File: src/rtl/pong_match_sequencer_if.sv
// Control/status bundle between the match sequencer and keypad, ball engine and display drivers.
// slave = sequencer side; master = the surrounding logic that drives buttons, ticks and misses.
interface pong_match_sequencer_if;
  logic       start;
  logic       tick_1hz;
  logic       miss1;
  logic       miss2;
  logic       stop;
  logic       serve;
  logic       serve_dir;
  logic [2:0] score1;
  logic [2:0] score2;
  logic [3:0] min;
  logic [3:0] sec1;
  logic [3:0] sec2;
  logic [1:0] winner;
  logic [1:0] state;

  modport master (
    output start, tick_1hz, miss1, miss2,
    input  stop, serve, serve_dir, score1, score2, min, sec1, sec2, winner, state
  );

  modport slave (
    input  start, tick_1hz, miss1, miss2,
    output stop, serve, serve_dir, score1, score2, min, sec1, sec2, winner, state
  );
endinterface

File: src/rtl/pong_match_sequencer.sv
// Pong match controller: new game, serve delay, rally, game over; scores and BCD countdown.
// All outputs registered (start press to serve = 2 edges); no backpressure, inputs sampled every cycle.
module pong_match_sequencer #(
  parameter int MATCH_MIN = 3,
  parameter int SERVE_SEC = 2,
  parameter int WIN_SCORE = 7
) (
  input logic                  clk,
  input logic                  rst,
  pong_match_sequencer_if.slave bus
);

  typedef enum logic [1:0] {
    IDLE       = 2'd0,
    PLAY       = 2'd1,
    SERVE_WAIT = 2'd2,
    OVER       = 2'd3
  } state_t;

  localparam logic [3:0] MIN_INIT   = 4'(MATCH_MIN);
  localparam logic [3:0] SERVE_INIT = 4'(SERVE_SEC);
  localparam logic [2:0] WIN        = 3'(WIN_SCORE);

  state_t     state_q, state_d;
  logic       start_q, start_edge_q;
  logic [2:0] score1_q, score1_d, score2_q, score2_d;
  logic [3:0] min_q, min_d, sec1_q, sec1_d, sec2_q, sec2_d;
  logic [3:0] cnt_q, cnt_d;
  logic       serve_q, serve_d, dir_q, dir_d;
  logic [1:0] winner_q, winner_d;
  logic       expire, single_miss, point_won;

  // start_q resets high so a button held through reset release is not seen as a press
  always_ff @(posedge clk or negedge rst) begin
    if (!rst) begin
      start_q      <= 1'b1;
      start_edge_q <= 1'b0;
    end else begin
      start_q      <= bus.start;
      start_edge_q <= bus.start & ~start_q;
    end
  end

  always_ff @(posedge clk or negedge rst) begin
    if (!rst) begin
      state_q  <= IDLE;
      score1_q <= 3'd0;
      score2_q <= 3'd0;
      min_q    <= MIN_INIT;
      sec1_q   <= 4'd0;
      sec2_q   <= 4'd0;
      cnt_q    <= 4'd0;
      serve_q  <= 1'b0;
      dir_q    <= 1'b0;
      winner_q <= 2'b00;
    end else begin
      state_q  <= state_d;
      score1_q <= score1_d;
      score2_q <= score2_d;
      min_q    <= min_d;
      sec1_q   <= sec1_d;
      sec2_q   <= sec2_d;
      cnt_q    <= cnt_d;
      serve_q  <= serve_d;
      dir_q    <= dir_d;
      winner_q <= winner_d;
    end
  end

  always_comb begin
    state_d     = state_q;
    score1_d    = score1_q;
    score2_d    = score2_q;
    min_d       = min_q;
    sec1_d      = sec1_q;
    sec2_d      = sec2_q;
    cnt_d       = cnt_q;
    serve_d     = 1'b0;
    dir_d       = dir_q;
    winner_d    = winner_q;
    expire      = bus.tick_1hz && (min_q == 4'd0) && (sec1_q == 4'd0) && (sec2_q == 4'd1);
    single_miss = bus.miss1 ^ bus.miss2;
    point_won   = 1'b0;

    case (state_q)
      IDLE, OVER: begin
        if (start_edge_q) begin
          state_d  = SERVE_WAIT;
          score1_d = 3'd0;
          score2_d = 3'd0;
          min_d    = MIN_INIT;
          sec1_d   = 4'd0;
          sec2_d   = 4'd0;
          cnt_d    = SERVE_INIT;
          serve_d  = 1'b1;
          dir_d    = 1'b0;
          winner_d = 2'b00;
        end
      end

      SERVE_WAIT: begin
        if (bus.tick_1hz) begin
          if (cnt_q <= 4'd1) begin
            state_d = PLAY;
            cnt_d   = 4'd0;
          end else begin
            cnt_d = cnt_q - 4'd1;
          end
        end
      end

      PLAY: begin
        if (bus.tick_1hz) begin
          if (sec2_q != 4'd0) begin
            sec2_d = sec2_q - 4'd1;
          end else begin
            sec2_d = 4'd9;
            if (sec1_q != 4'd0) begin
              sec1_d = sec1_q - 4'd1;
            end else begin
              sec1_d = 4'd5;
              min_d  = min_q - 4'd1;
            end
          end
        end

        // a simultaneous miss is a let, so neither score moves
        if (bus.miss1 && !bus.miss2 && score2_q < WIN) begin
          score2_d = score2_q + 3'd1;
        end else if (bus.miss2 && !bus.miss1 && score1_q < WIN) begin
          score1_d = score1_q + 3'd1;
        end
        point_won = single_miss && ((score1_d == WIN) || (score2_d == WIN));

        if (point_won || expire) begin
          state_d = OVER;
          if (score1_d > score2_d)      winner_d = 2'b01;
          else if (score2_d > score1_d) winner_d = 2'b10;
          else                          winner_d = 2'b11;
        end else if (bus.miss1 || bus.miss2) begin
          state_d = SERVE_WAIT;
          cnt_d   = SERVE_INIT;
          serve_d = 1'b1;
          if (single_miss) dir_d = bus.miss2;
        end
      end

      default: state_d = IDLE;
    endcase
  end

  assign bus.stop      = (state_q != PLAY);
  assign bus.serve     = serve_q;
  assign bus.serve_dir = dir_q;
  assign bus.score1    = score1_q;
  assign bus.score2    = score2_q;
  assign bus.min       = min_q;
  assign bus.sec1      = sec1_q;
  assign bus.sec2      = sec2_q;
  assign bus.winner    = winner_q;
  assign bus.state     = state_q;

endmodule

File: src/flat_wrapper.sv
// flat-port wrapper written by rule: the top's interface ports become plain ports
module pong_match_sequencer_flat 
#(
  parameter int MATCH_MIN = 3,
  parameter int SERVE_SEC = 2,
  parameter int WIN_SCORE = 7
)
  (clk, rst, bus_start, bus_tick_1hz, bus_miss1, bus_miss2, bus_stop, bus_serve, bus_serve_dir, bus_score1, bus_score2, bus_min, bus_sec1, bus_sec2, bus_winner, bus_state);
  pong_match_sequencer_if bus_i ();
  input logic clk;
  input logic rst;
  input wire logic [$bits(bus_i.start)-1:0] bus_start;
  input wire logic [$bits(bus_i.tick_1hz)-1:0] bus_tick_1hz;
  input wire logic [$bits(bus_i.miss1)-1:0] bus_miss1;
  input wire logic [$bits(bus_i.miss2)-1:0] bus_miss2;
  output wire logic [$bits(bus_i.stop)-1:0] bus_stop;
  output wire logic [$bits(bus_i.serve)-1:0] bus_serve;
  output wire logic [$bits(bus_i.serve_dir)-1:0] bus_serve_dir;
  output wire logic [$bits(bus_i.score1)-1:0] bus_score1;
  output wire logic [$bits(bus_i.score2)-1:0] bus_score2;
  output wire logic [$bits(bus_i.min)-1:0] bus_min;
  output wire logic [$bits(bus_i.sec1)-1:0] bus_sec1;
  output wire logic [$bits(bus_i.sec2)-1:0] bus_sec2;
  output wire logic [$bits(bus_i.winner)-1:0] bus_winner;
  output wire logic [$bits(bus_i.state)-1:0] bus_state;
  assign bus_i.start = bus_start;
  assign bus_i.tick_1hz = bus_tick_1hz;
  assign bus_i.miss1 = bus_miss1;
  assign bus_i.miss2 = bus_miss2;
  assign bus_stop = bus_i.stop;
  assign bus_serve = bus_i.serve;
  assign bus_serve_dir = bus_i.serve_dir;
  assign bus_score1 = bus_i.score1;
  assign bus_score2 = bus_i.score2;
  assign bus_min = bus_i.min;
  assign bus_sec1 = bus_i.sec1;
  assign bus_sec2 = bus_i.sec2;
  assign bus_winner = bus_i.winner;
  assign bus_state = bus_i.state;
  pong_match_sequencer #(.MATCH_MIN(MATCH_MIN), .SERVE_SEC(SERVE_SEC), .WIN_SCORE(WIN_SCORE)) u_core (.clk(clk), .rst(rst), .bus(bus_i));
endmodule
File: config.mk
export PLATFORM = sky130hd
export DESIGN_NAME = pong_match_sequencer_flat
export DESIGN_NICKNAME = d
export VERILOG_FILES = /design/src/rtl/pong_match_sequencer_if.sv /design/src/rtl/pong_match_sequencer.sv /design/src/flat_wrapper.sv
export SDC_FILE = /design/constraint.sdc
export NUM_CORES = 1
export LEC_CHECK = 0
export ABC_CLOCK_PERIOD_IN_PS = 3100
export CORE_MARGIN = 2
export CORE_UTILIZATION = 30
export DETAILED_ROUTE_END_ITERATION = 8
export HOLD_SLACK_MARGIN = 0.03
export SLEW_MARGIN = 20
export SYNTH_ARGS = -nofsm -noshare
export SYNTH_HDL_FRONTEND = slang
export SYNTH_SLANG_ARGS = --single-unit
File: constraint.sdc
create_clock -name clk -period 3.1 [get_ports clk]
set_input_delay 0.465 -clock clk [delete_from_list [all_inputs] [get_ports clk]]
set_output_delay 0.465 -clock clk [all_outputs]
set_load 0.01 [all_outputs]
==> impl_metrics.csv <==
group,metric,value,unit
clocking,tritoncts.num_buffers,5,
timing,worst-slew-pin-transition,765,ps
placement,placedCellCount,328,
setup_path,setup.reg_to_reg.worst_slack,540,ps
timing,fin_crit,2650,ps
clocking,cts_sinks,30,
finish,fin_nets,278,
flow_run,drv.max_cap_violation_count,0,
synth,synth_xor_area_frac,0.00897,
clocking,htree_num_levels,2,
global_route,grt_antenna_before_repair,0,
placement,port_buffers,30,
clocking,cts_resizes,0,
die,core_area,6310,sq um
synth,synth-adder-area-share,0.0897,
clocking,clock_transition_at_path_regs,70,ps
pwr,fin_total_pwr,2.02,mW
detailed_routing,detail_route.first_pass.iterations,4,
detailed_routing,drt-total-wl,4.54,mm
detailed_routing,drt_iter0_markers,120,
clocking,cts_tree,"built",
detailed_routing,post-route-drc-count,0,
setup_path,timing.critical_path.arrival,2810,ps
detailed_routing,uppermost_layer_routed,"met4",
synth,combinational_family_with_the_most_area_after_synthesis,"compound AO/OA/AOI/OAI gates",
die,floorplan.die.height,84.7,microns
setup_path,rr_worst_depth,8,
timing,final-hold-violation-count,0,
synth,ys_seq_elements,30,
global_route,vias_in_the_first_global_route,1575,
placement,finalWeightedCongestion,0.826,
synth,edff_count_synth,0,
clocking,post_cts_buffers,0,
clocking,worstSkewPairLatency,280,ps
synth,async_flop_share,1.00,
setup_path,critical_path_required,3260,ps
clocking,clock-root-buffer,"sky130_fd_sc_hd__clkbuf_8",
detailed_routing,routed-via-count,1736,
detailed_routing,antenna_violating_nets_post_route,0,
timing,final-setup-viol-count,0,
timing,min_period_over_period,0.854,
die,placement_rows,29,
global_route,grt_start_max_net_pins,31,
placement,dpl.hpwl,3.35,mm
setup_path,regToRegEndpoint,"u_core.cnt_q[3]$_DFFE_PN0P_",
detailed_routing,vias_per_cell,5.17,
detailed_routing,met2RoutedLength,2.04,mm
synth,synthFlopType,"sky130_fd_sc_hd__dfrtp_1",
setup_path,worstReg2RegStart,"u_core.bus.state[0]$_DFFE_PN0P_",
finish,instances_no_fill,336,
setup_path,capturing_element_type_of_the_critical_path,"register",
synth,net_count_of_the_mapped_netlist,241,
min_path,hold_class,"register to register",
clocking,postCtsHoldBufs,0,
synth,synthesis.area_per_instance,8.83,sq um
timing,rsz_0062_raised_after_global_routing,"false",
synth,yosysUniqueCellTypes,48,
detailed_routing,route.detailed.wl_per_inst,13.5,microns
global_route,groute.usage.overall,0.133,
detailed_routing,dr_wl_met3,232,microns
setup_path,critPathLaunch,"bus_miss2",
finish,area.growth.synth_to_final,26.1,%
pwr,power_density,823,nW/um^2
finish,fill_cells,651,
pwr,leakage,1.09,nW
timing,slew_violations,0,
die,floorplan.initialDensity,0.309,
synth,netlist_area,1950,sq um
synth,ys_warn_count,0,
finish,drive_gt1_frac,0.104,
global_route,grt_pass1_wl,7.64,mm
synth,post_synth_and_or_nand_nor_area_fraction,0.201,
timing,maxClockFrequency,378,MHz
die,die_w,84.7,microns
synth,ys_seq_area_frac,0.387,
finish,n_antenna_cell,0,
synth,post_synth_inst_count,221,
setup_path,timing.critical_path.fanout_max,7,
synth,muxShareOfSynthArea,0.0314,
synth,synth_compound_area_frac,0.226,
timing,finalSetupTns,0,ps
detailed_routing,route.layer.met1.wl,2.20,mm
setup_path,critPathLaunchType,"input port",
die,dieArea,7170,sq um
global_route,grt_overflow_total,0,
setup_path,crit_path_end,"u_core.bus.winner[0]$_DFFE_PN0P_",
status,outcome,"complete, no violations",
clocking,clk_path_buf_depth,2,
die,io-pin-count,31,
pwr,peakVddDrop,0.000427,V
timing,fin_skew,5.08,ps
timing,timing.max_slew.rel_slack,0.485,
setup_path,timing.setup.critical_path_class,"input port to register",
[synth_stat cells, types with 2 or more instances]
| cell | n | area (sq um) |
|---|---|---|
| sky130_fd_sc_hd__inv_1 | 22 | 82.6 |
| sky130_fd_sc_hd__a21o_1 | 3 | 22.5 |
| sky130_fd_sc_hd__o211ai_1 | 2 | 15.0 |
| sky130_fd_sc_hd__nor2b_1 | 4 | 25.0 |
| sky130_fd_sc_hd__nor3_1 | 6 | 30.0 |
| sky130_fd_sc_hd__nand2_1 | 23 | 86.3 |
| sky130_fd_sc_hd__ha_1 | 14 | 175 |
| sky130_fd_sc_hd__o21ai_0 | 19 | 95.1 |
| sky130_fd_sc_hd__or2_2 | 2 | 12.5 |
| sky130_fd_sc_hd__a31oi_1 | 3 | 18.8 |
| sky130_fd_sc_hd__a21oi_1 | 11 | 55.1 |
| sky130_fd_sc_hd__dfrtp_1 | 27 | 676 |
| sky130_fd_sc_hd__nor4_1 | 4 | 25.0 |
| sky130_fd_sc_hd__a32oi_1 | 2 | 17.5 |
| sky130_fd_sc_hd__xnor2_1 | 2 | 17.5 |
| sky130_fd_sc_hd__nand2b_1 | 6 | 37.5 |
| sky130_fd_sc_hd__nand3_1 | 6 | 30.0 |
| sky130_fd_sc_hd__clkbuf_1 | 5 | 18.8 |
| sky130_fd_sc_hd__nand4_1 | 3 | 18.8 |
| sky130_fd_sc_hd__dfstp_2 | 3 | 78.8 |
| sky130_fd_sc_hd__a22o_1 | 6 | 52.6 |
| sky130_fd_sc_hd__a32o_1 | 2 | 20.0 |
| sky130_fd_sc_hd__mux2i_1 | 5 | 50.1 |
| sky130_fd_sc_hd__o22ai_1 | 3 | 18.8 |
| sky130_fd_sc_hd__nor2_1 | 15 | 56.3 |
[cells by family after synthesis]
| family | after synthesis |
|---|---|
| fa+ha+maj | 14 |
| xor+xnor | 2 |
| mux | 6 |
| simple gates | 77 |
| flops | 30 |
| buf+inv | 29 |
| compound gates | 63 |
[through the flow]
| stage | instance area [sq um] | worst slack [ps] | hold WS, ps | utilization |
|---|---|---|---|---|
| after global routing | 2460 | 263 | 516 | 0.390 |
| after detailed placement | 2370 | 161 | 477 | 0.375 |
| final | 2460 | 452 | 486 | 0.390 |
| after CTS | 2460 | 453 | 493 | 0.390 |
| after global placement | 2370 | 240 | 474 | 0.375 |
| after floorplan | 1950 | 734 | 169 | - |
[layout by cell type (no fill, tap or decap), types with 3 or more instances in the layout]
cell type,Yosys,final
sky130_fd_sc_hd__clkdlybuf4s50_1,0,30
sky130_fd_sc_hd__dfrtp_1,27,27
sky130_fd_sc_hd__nand2_1,23,23
sky130_fd_sc_hd__inv_1,22,22
sky130_fd_sc_hd__o21ai_0,19,19
sky130_fd_sc_hd__nor2_1,15,15
sky130_fd_sc_hd__ha_1,14,14
sky130_fd_sc_hd__a21oi_1,11,11
sky130_fd_sc_hd__nand3_1,6,6
sky130_fd_sc_hd__nand2b_1,6,6
sky130_fd_sc_hd__nor3_1,6,6
sky130_fd_sc_hd__a22o_1,6,6
sky130_fd_sc_hd__clkbuf_8,0,6
sky130_fd_sc_hd__buf_4,0,6
sky130_fd_sc_hd__mux2i_1,5,5
sky130_fd_sc_hd__nor2b_1,4,4
sky130_fd_sc_hd__nor4_1,4,4
sky130_fd_sc_hd__a31oi_1,3,3
sky130_fd_sc_hd__o22ai_1,3,3
sky130_fd_sc_hd__nand4_1,3,3
sky130_fd_sc_hd__a21o_1,3,3
sky130_fd_sc_hd__dfstp_2,3,3
[flip-flops by register name (all words and copies together) (netlist names)]
register	flops
u_core.bus.min	4
u_core.bus.score1	3
u_core.bus.score2	3
u_core.bus.sec1	4
u_core.bus.sec2	4
u_core.bus.serve	1
u_core.bus.serve_dir	1
u_core.bus.state	2
u_core.bus.winner	2
u_core.cnt_q	4
u_core.start_edge_q	1
u_core.start_q	1
[worst min-delay path by stage]
stage	depth (start not counted)	slack [ps]	to	startpoint
after floorplan	0	170	u_core.bus.min[2]$_DFFE_PN0P_	rst
after global placement	1	470	u_core.start_edge_q$_DFF_PN0_	u_core.start_q$_DFF_PN1_
after detailed placement	1	480	u_core.start_edge_q$_DFF_PN0_	u_core.start_q$_DFF_PN1_
after CTS	1	490	u_core.start_edge_q$_DFF_PN0_	u_core.start_q$_DFF_PN1_
after global routing	1	520	u_core.start_edge_q$_DFF_PN0_	u_core.start_q$_DFF_PN1_
final	1	490	u_core.start_edge_q$_DFF_PN0_	u_core.start_q$_DFF_PN1_
[per-layer routing]
| layer | track usage | up-vias |
|---|---|---|
| li1 | - | 866 |
| met1 | 0.182 | 815 |
| met2 | 0.203 | 48 |
| met3 | 0.0324 | 7 |
| met4 | 0.0505 | 0 |
| met5 | 0 | - |
[worst max-delay path, stage by stage]
cell and delay (ps):
sky130_fd_sc_hd__clkdlybuf4s50_1 480, sky130_fd_sc_hd__inv_1 80, sky130_fd_sc_hd__ha_1 290, sky130_fd_sc_hd__nand2_1 130
sky130_fd_sc_hd__nand3_1 160, sky130_fd_sc_hd__nand2_1 100, sky130_fd_sc_hd__o21ai_0 90, sky130_fd_sc_hd__ha_1 310
sky130_fd_sc_hd__nor2b_1 130, sky130_fd_sc_hd__o21ai_0 140, sky130_fd_sc_hd__nand2b_1 90, sky130_fd_sc_hd__nor2b_1 130
sky130_fd_sc_hd__mux2i_1 120, sky130_fd_sc_hd__o21ai_0 90
[area by class of cell]
| class | instances | area [sq um] | area share |
|---|---|---|---|
| Inverter | 23 | 86.3 | 0.0351 |
| Sequential cell | 30 | 754 | 0.307 |
| Timing Repair Buffer | 36 | 345 | 0.140 |
| Tap cell | 77 | 96.3 | 0.0391 |
| Multi-Input combinational cell | 162 | 1090 | 0.442 |
| Clock buffer | 7 | 86.3 | 0.0351 |
| Clock inverter | 1 | 5.00 | 0.00203 |
[where the power goes]
part           internal [mW]  total [mW]  switching (mW)
Combinational          0.486        1.10           0.618
Sequential             0.485       0.590           0.105
Clock                  0.179       0.330           0.151
Power figures use the tool's default switching activity.
